`src/rtl/alu_check_seq.sv`:
```
// alu_check_seq: sequences check vectors through an external 64-bit ALU.
// Each accepted command is registered onto the ALU operand bus, the ALU's
// combinational answer is compared one cycle later against the latched
// expectation, and pass/fail tallies plus the first failure are recorded.
//
// Ports:
//   clk, rst_n          clock, asynchronous active-low reset
//   clear               synchronous clear of tallies, index, first-fail and FSM
//   cmd_valid/ready     command handshake (ready only in IDLE without clear)
//   cmd_a/b/ctrl        ALU operands and control code
//   cmd_exp_result/zero expected ALU outputs
//   cmd_last            final command of a run (FSM parks in DONE after it)
//   alu_a/b/ctrl        registered drive to the ALU
//   alu_result/zero     combinational return from the ALU
//   pass_cnt/fail_cnt   saturating tallies
//   first_fail_*        index and ALU result of the first failing command
//   busy/done           FSM in EXEC / DONE
module alu_check_seq #(
  parameter int unsigned IDX_W = 16
) (
  input  logic             clk,
  input  logic             rst_n,
  input  logic             clear,
  input  logic             cmd_valid,
  output logic             cmd_ready,
  input  logic [63:0]      cmd_a,
  input  logic [63:0]      cmd_b,
  input  logic [3:0]       cmd_ctrl,
  input  logic [63:0]      cmd_exp_result,
  input  logic             cmd_exp_zero,
  input  logic             cmd_last,
  output logic [63:0]      alu_a,
  output logic [63:0]      alu_b,
  output logic [3:0]       alu_ctrl,
  input  logic [63:0]      alu_result,
  input  logic             alu_zero,
  output logic [IDX_W-1:0] pass_cnt,
  output logic [IDX_W-1:0] fail_cnt,
  output logic             first_fail_valid,
  output logic [IDX_W-1:0] first_fail_idx,
  output logic [63:0]      first_fail_result,
  output logic             busy,
  output logic             done
);

  typedef enum logic [1:0] {StIdle, StExec, StDone} state_e;

  state_e           state_q, state_d;
  logic [63:0]      alu_a_q, alu_a_d;
  logic [63:0]      alu_b_q, alu_b_d;
  logic [3:0]       alu_ctrl_q, alu_ctrl_d;
  logic [63:0]      exp_result_q, exp_result_d;
  logic             exp_zero_q, exp_zero_d;
  logic             last_q, last_d;
  logic [IDX_W-1:0] pass_q, pass_d;
  logic [IDX_W-1:0] fail_q, fail_d;
  logic [IDX_W-1:0] idx_q, idx_d;
  logic             ff_valid_q, ff_valid_d;
  logic [IDX_W-1:0] ff_idx_q, ff_idx_d;
  logic [63:0]      ff_result_q, ff_result_d;

  logic accept;
  logic check;
  logic pass_now;

  assign cmd_ready = (state_q == StIdle) && !clear;
  assign accept    = cmd_valid && cmd_ready;
  // The single EXEC cycle ends at the next edge; clear aborts it uncounted.
  assign check     = (state_q == StExec) && !clear;
  assign pass_now  = (alu_result == exp_result_q) && (alu_zero == exp_zero_q);

  always_comb begin
    state_d = state_q;
    unique case (state_q)
      StIdle:  if (accept) state_d = StExec;
      StExec:  state_d = last_q ? StDone : StIdle;
      StDone:  state_d = StDone;
      default: state_d = StIdle;
    endcase
    if (clear) state_d = StIdle;
  end

  always_comb begin
    alu_a_d      = alu_a_q;
    alu_b_d      = alu_b_q;
    alu_ctrl_d   = alu_ctrl_q;
    exp_result_d = exp_result_q;
    exp_zero_d   = exp_zero_q;
    last_d       = last_q;
    pass_d       = pass_q;
    fail_d       = fail_q;
    idx_d        = idx_q;
    ff_valid_d   = ff_valid_q;
    ff_idx_d     = ff_idx_q;
    ff_result_d  = ff_result_q;

    if (clear) begin
      pass_d      = '0;
      fail_d      = '0;
      idx_d       = '0;
      ff_valid_d  = 1'b0;
      ff_idx_d    = '0;
      ff_result_d = '0;
    end else begin
      if (accept) begin
        alu_a_d      = cmd_a;
        alu_b_d      = cmd_b;
        alu_ctrl_d   = cmd_ctrl;
        exp_result_d = cmd_exp_result;
        exp_zero_d   = cmd_exp_zero;
        last_d       = cmd_last;
      end
      if (check) begin
        if (pass_now) begin
          if (pass_q != '1) pass_d = pass_q + IDX_W'(1);
        end else begin
          if (fail_q != '1) fail_d = fail_q + IDX_W'(1);
          if (!ff_valid_q) begin
            ff_valid_d  = 1'b1;
            ff_idx_d    = idx_q;
            ff_result_d = alu_result;
          end
        end
        idx_d = idx_q + IDX_W'(1);
      end
    end
  end

  always_ff @(posedge clk or negedge rst_n) begin
    if (!rst_n) begin
      state_q      <= StIdle;
      alu_a_q      <= '0;
      alu_b_q      <= '0;
      alu_ctrl_q   <= '0;
      exp_result_q <= '0;
      exp_zero_q   <= 1'b0;
      last_q       <= 1'b0;
      pass_q       <= '0;
      fail_q       <= '0;
      idx_q        <= '0;
      ff_valid_q   <= 1'b0;
      ff_idx_q     <= '0;
      ff_result_q  <= '0;
    end else begin
      state_q      <= state_d;
      alu_a_q      <= alu_a_d;
      alu_b_q      <= alu_b_d;
      alu_ctrl_q   <= alu_ctrl_d;
      exp_result_q <= exp_result_d;
      exp_zero_q   <= exp_zero_d;
      last_q       <= last_d;
      pass_q       <= pass_d;
      fail_q       <= fail_d;
      idx_q        <= idx_d;
      ff_valid_q   <= ff_valid_d;
      ff_idx_q     <= ff_idx_d;
      ff_result_q  <= ff_result_d;
    end
  end

  assign alu_a             = alu_a_q;
  assign alu_b             = alu_b_q;
  assign alu_ctrl          = alu_ctrl_q;
  assign pass_cnt          = pass_q;
  assign fail_cnt          = fail_q;
  assign first_fail_valid  = ff_valid_q;
  assign first_fail_idx    = ff_idx_q;
  assign first_fail_result = ff_result_q;
  assign busy              = (state_q == StExec);
  assign done              = (state_q == StDone);

endmodule

```
`config.mk`:
```
export PLATFORM = sky130hd
export DESIGN_NAME = alu_check_seq
export DESIGN_NICKNAME = d
export VERILOG_FILES = /design/src/rtl/alu_check_seq.sv
export SDC_FILE = /design/constraint.sdc
export NUM_CORES = 1
export LEC_CHECK = 0
export ABC_AREA = 1
export BUFFER_PORTS_ARGS = -buffer_cell sky130_fd_sc_hd__buf_2
export CAP_MARGIN = 20
export CORE_AREA = 2 2 199 201
export CTS_BUF_LIST = sky130_fd_sc_hd__clkbuf_8
export CTS_CLUSTER_DIAMETER = 200
export DETAILED_ROUTE_END_ITERATION = 7
export DIE_AREA = 0 0 201 203
export PLACE_DENSITY = 0.67
export SLEW_MARGIN = 10
export SYNTH_ARGS = -nofsm -noshare
export SYNTH_HDL_FRONTEND = slang
export SYNTH_SLANG_ARGS = --single-unit
```
`constraint.sdc`:
```
create_clock -name clk -period 1.67 [get_ports clk]
set_input_delay 0.2505 -clock clk [delete_from_list [all_inputs] [get_ports clk]]
set_output_delay 0.2505 -clock clk [all_outputs]
set_load 0.01 [all_outputs]
```
## Yosys cells after proc, flatten, opt, wreduce, memory -nomap -nowiden

Cells that the tools add are included.

- Register bits after elaboration: 329
- Logic and storage cells: 66
- Output and inout bits: 248
- Input port bits: 267

- Eq/ne operators: 9
- $add $sub $neg: 3
- Muxes and demuxes: 25
- Bitwise gates (word level): 1
- Reduce and logical (&&, ||, !) cells: 15

Operator list:

| operator | count |
|---|---|
| $mux 64 | 4 |
| $mux 16 | 14 |
| $eq 64x64->1 | 1 |
| $add 16x1->16 const B | 3 |
| $ne 16x16->1 const B | 2 |
| $reduce_and 3->1 | 3 |
| $reduce_bool 2->1 | 4 |
| $mux 2 | 3 |
| $pmux 2 s3 | 1 |
| $logic_and 1x1->1 | 4 |
| $ne 2x2->1 const B | 2 |
| $reduce_and 2->1 | 2 |
| $mux 1 | 3 |
| $ne 3x3->1 const B | 1 |
| $eq 2x1->1 const B | 1 |
| $eq 2x2->1 const B | 1 |
| $logic_not 2->1 | 1 |
| $eq 1x1->1 | 1 |
| $logic_not 1->1 | 1 |
| $not 1->1 | 1 |

## Longest topological paths before layout

- Word-level depth: 6
- Gate-level depth with buffers: 13
- Depth with buffers taken out: 12

## Worst setup path after synthesis

Ideal clock, no wire load.

- Path type: reg-to-reg
- From: register fail_q[0], in the netlist fail_cnt[0]
- To: register fail_q[10], in the netlist fail_cnt[10]
- Path slack: -231 ps
- Library setup time: 117 ps
- Cell stages (with the launch flop): 12
- Buffers on the path: 1
- Arrival time: 1,784 ps
- Period minus slack after synthesis: 1,901 ps
- Cells stage by stage: dfrtp_1 -> ha_1 -> nand3_1 -> nor2_1 -> nand2_1 -> nor2_2 -> nand2_1 -> nor2_1 -> nand3_2 -> clkbuf_1 -> nand4_1 -> nand2_1

- Longest elaborated chain between the ends: 5
- Elaborated cells between the ends (all ways): 8

Ends and longest elaborated chain:

| element | RTL line | source |
|---|---|---|
| start, declared | 56 | `logic [IDX_W-1:0] fail_q, fail_d;` |
| start signal, assigned | 153 | `fail_q <= fail_d;` |
| $add 16x1->16 | 117 | `if (fail_q != '1) fail_d = fail_q + IDX_W'(1);` |
| $mux 16 | 117 |  |
| $mux 16 | 114 | `if (pass_now) begin` |
| $mux 16 | 113 | `if (check) begin` |
| $mux 16 | 97 | `if (clear) begin` |

Several ways; a longest one is shown, not always the timed one. The select of a mux whose other input is x is not followed.
A chain may end at the register's enable or synchronous reset.

## Worst setup path after layout

- From: register exp_result_q[33]
- To: register fail_q[7], in the netlist fail_cnt[7]

- Longest elaborated chain between the ends: 4

Ends and longest elaborated chain:

| element | RTL line | source |
|---|---|---|
| start, declared | 52 | `logic [63:0] exp_result_q, exp_result_d;` |
| start signal, assigned | 149 | `exp_result_q <= exp_result_d;` |
| $eq 64x64->1 | 70 | `assign pass_now = (alu_result == exp_result_q) && (alu_zero == exp_zero_q);` |
| $logic_and 1x1->1 | 70 |  |
| $ne 2x2->1 (no source line) | - |  |
| $reduce_and 3->1 (no source line) | - |  |

No other way between the ends.

==> impl_metrics.yaml <==
place:
  place.gp.congestion: 0.899
  hpwl_um: 36400
  dp_slack_ns: -0.297
  numPortBuffers: 514
  dpl.cell_count: 3005
setup_path:
  cp_data_arrival_time_ns: 2.59
  reg2reg_from: "exp_result_q[33]"
  regToRegSetupSlack_ns: -0.34
  cp-startpoint: "exp_result_q[33]"
  crit_end: "fail_cnt[7]"
  start_kind: "flop"
  timing.rr.end: "fail_cnt[7]"
  worstSetupEndpointType: "flop"
  reg2reg_depth: 14
  crit_fanout: 8
  critPathKind: "flop to flop"
  crit_required_ns: 2.25
routing:
  first_pass_iters: 6
  route.detailed.drc: 0
  drt_iter0_drc: 1109
  vias: 17100
  wl_per_cell_um: 18.5
  wirelength_um: 63000
  via_per_inst: 5.02
  drt.antenna.violating_nets: 0
cts:
  clockRootBuffer: "clkbuf_8"
  cts_buffers: 58
  h-tree-depth: 2
  clock_sinks: 329
  clkTransAtPathRegs_ns: 0.07
  cts_tree: "yes"
  clock_latency_ns: 0.64
  cts_buffer_depth: 3
logic_synthesis:
  synth_edf_count: 0
  synthesis.area_sq_um: 15100
  avgSynthCellArea_sq_um: 7.84
  yosysWarnings: 0
  syn_nets: 2195
  synth_seq_cells: 329
  synth_cell_type_count: 31
  syn_inst: 1925
  synth_flop_cell: "dfrtp_1"
  async_flop_share_pct: 100
  ys_seq_area_share_pct: 54.6
layout:
  stdcell_count: 3406
  drive_above_1_share_pct: 33.1
  area_growth_pct: 62.4
  layout.nets: 3100
sta:
  post-route-period-util_pct: 120
  setup_ws_ns: -0.336
  fin_worst_skew_ns: 0.0217
  setup-tns-final_ns: -31.63
  setup_viol: 128
  min_period_ns: 2.01
  whs_ns: 0.0468
  rsz0062_at_grt: "yes"
  fmax_mhz: 498
  drv_slew: 0
  worst_slew_pin_slew_ns: 0.505
  slew_headroom_pct: 66.3
  hold_viol_final: 0
floorplanning:
  die_y_um: 203
  initial_core_util_pct: 39.2
  die_x_um: 201
  core_sq_um: 38500
  core.rowCount: 72
  dieArea_sq_um: 40800
  io_pins: 515
power_and_ir_drop:
  power_density_nw_per_um2: 929
  ir_worst_vdd_mv: 0.643
  p_leak_nw: 13.5
  sw_frac_of_total_pct: 31.7
  pwr-share-seq_pct: 42.6
  clkPwrFrac_pct: 33.7
  power.total_mw: 22.8
  p_switching_mw: 7.21
  p_int_mw: 15.6
  comb_power_share_pct: 23.7
grt:
  grtUsageTotal_pct: 27.4
  globalRouteOverflowTotal: 0
  grt_max_degree: 134
  grt_pass1_vias: 17000
  grt_pass1_wl_um: 89400
  antenna_found_initial: 11
worst_hold_path:
  hold_path_class: "input pin to flop"
  worstHoldStart: "alu_result[42]"
outcome:
  violations: "negative setup slack"
  status: "finished, violations left"
job:
  maxCapViolations: 0
[worst min path at each step]
stage,endpoint,slack [ns],cells past startpoint
2_1_floorplan,alu_a[0],-0.05,0
3_3_place_gp,first_fail_result[40],0.21,1
3_5_place_dp,first_fail_result[40],0.21,1
4_1_cts,first_fail_result[42],0.001,6
5_1_grt,first_fail_result[45],0.06,6
6_report,first_fail_result[42],0.05,6
[cell usage after synthesis, types with 3 or more instances]
library cell	n	share of area (%)
a21oi_1	17	0.56
buf_1	20	0.50
buf_2	29	0.96
clkbuf_1	48	1.2
dfrtp_1	329	55
ha_1	3	0.25
inv_1	135	3.4
inv_2	8	0.20
nand2_1	909	23
nand3_1	44	1.5
nand3_2	4	0.27
nand3b_1	10	0.50
nand4_1	101	4.2
nor2_1	145	3.6
nor2_2	3	0.12
nor2_4	3	0.22
nor3_1	11	0.36
o21ai_0	45	1.5
xnor2_1	33	1.9
xor2_1	16	0.93
[layout by cell type, fill, tap and decap left out, types with 5 or more instances in the layout]
master	count
nand4_1	101
nand3_4	5
buf_6	26
inv_2	10
nor2_1	128
nand2_4	7
a21oi_1	15
diode_2	11
clkbuf_8	70
dfrtp_1	325
nor2_4	8
nand3_1	23
o21ai_0	26
clkbuf_16	20
nor2_2	15
buf_4	123
nand2_2	48
buf_2	508
nand2_1	853
buf_12	26
xnor2_1	32
nand3b_1	10
inv_1	149
clkinv_2	15
o21ai_1	12
dlygate4sd3_1	220
nand3_2	21
xor2_1	15
o21ai_2	7
buf_16	13
nor3_1	9
[flip-flops by register name, summed over array words and instances (netlist names)]
name               cells
pass_cnt              16
idx_q                 16
exp_zero_q             1
alu_ctrl               4
fail_cnt              16
last_q                 1
first_fail_idx        16
alu_a                 64
first_fail_valid       1
exp_result_q          64
state_q                2
alu_b                 64
first_fail_result     64
[power by group through the flow]
stage / sequential (mW) / clock [mW] / combinational, mW
after floorplan: 10.0 / 0 / 1.68
after global placement: 9.70 / 0 / 4.17
after detailed placement: 9.72 / 0 / 4.25
after CTS: 9.63 / 7.80 / 4.78
after global routing: 9.81 / 8.18 / 5.87
final: 9.71 / 7.67 / 5.40
[worst max-delay path, cell delays in order (launching register included)]
cell and delay, ns:
dfrtp_1 0.38, inv_1 0.08, nand2_1 0.06, nand2_1 0.07
nor2_2 0.11, nand2_1 0.09, nor2_2 0.13, nand2_2 0.08
nor2_4 0.17, nand4_4 0.17, buf_12 0.18, buf_12 0.13
nand3_4 0.12, nand2_1 0.10, nand2_1 0.07
[cell families after synthesis]
| logic type | share of synthesized area [%] |
|---|---|
| compound gates | 2.34 |
| xor+xnor | 2.84 |
| fa+ha+maj | 0.249 |
| buf+inv | 6.34 |
| flops | 54.6 |
| simple gates | 33.7 |
[per-layer routing]
metal / track usage [%] / vias up / part of all wire, %
li1: - / 7820 / -
met2: 46.0 / 918 / 49
met3: 6.20 / 294 / 7.8
met1: 31.7 / 8055 / 37
met4: 17.7 / 0 / 6.4
met5: 0 / - / 0
[layout make-up]
| type | count | area, sq um |
|---|---|---|
| inverter | 143 | 569 |
| multi-input combinational | 1357 | 6440 |
| timing repair inverter | 4 | 60.1 |
| clock buffer | 70 | 963 |
| timing repair buffer | 937 | 7350 |
| clock inverter | 37 | 214 |
| fill | 3036 | 14000 |
| tap | 518 | 648 |
| sequential | 329 | 8240 |
| antenna | 11 | 27.5 |
[metrics by stage]
| stage | util (%) | area (sq um) |
|---|---|---|
| after floorplan | - | 15100 |
| after CTS | 60.0 | 23100 |
| final | 63.7 | 24500 |
| after global placement | 50.2 | 19300 |
| after detailed placement | 50.2 | 19300 |
| after global routing | 63.7 | 24500 |
[timing repair]
action / 4_1_cts / 5_1_grt
setup buffers: 7 / 17
endpoints found under the setup margin: 145 / 221
endpoints found under the hold margin: 548 / 0
hold buffers: 220 / 0
gates resized for setup: 58 / 153
gates cloned: 5 / 35
pin swaps: 25 / 44
(Power assumes the default switching activity.)
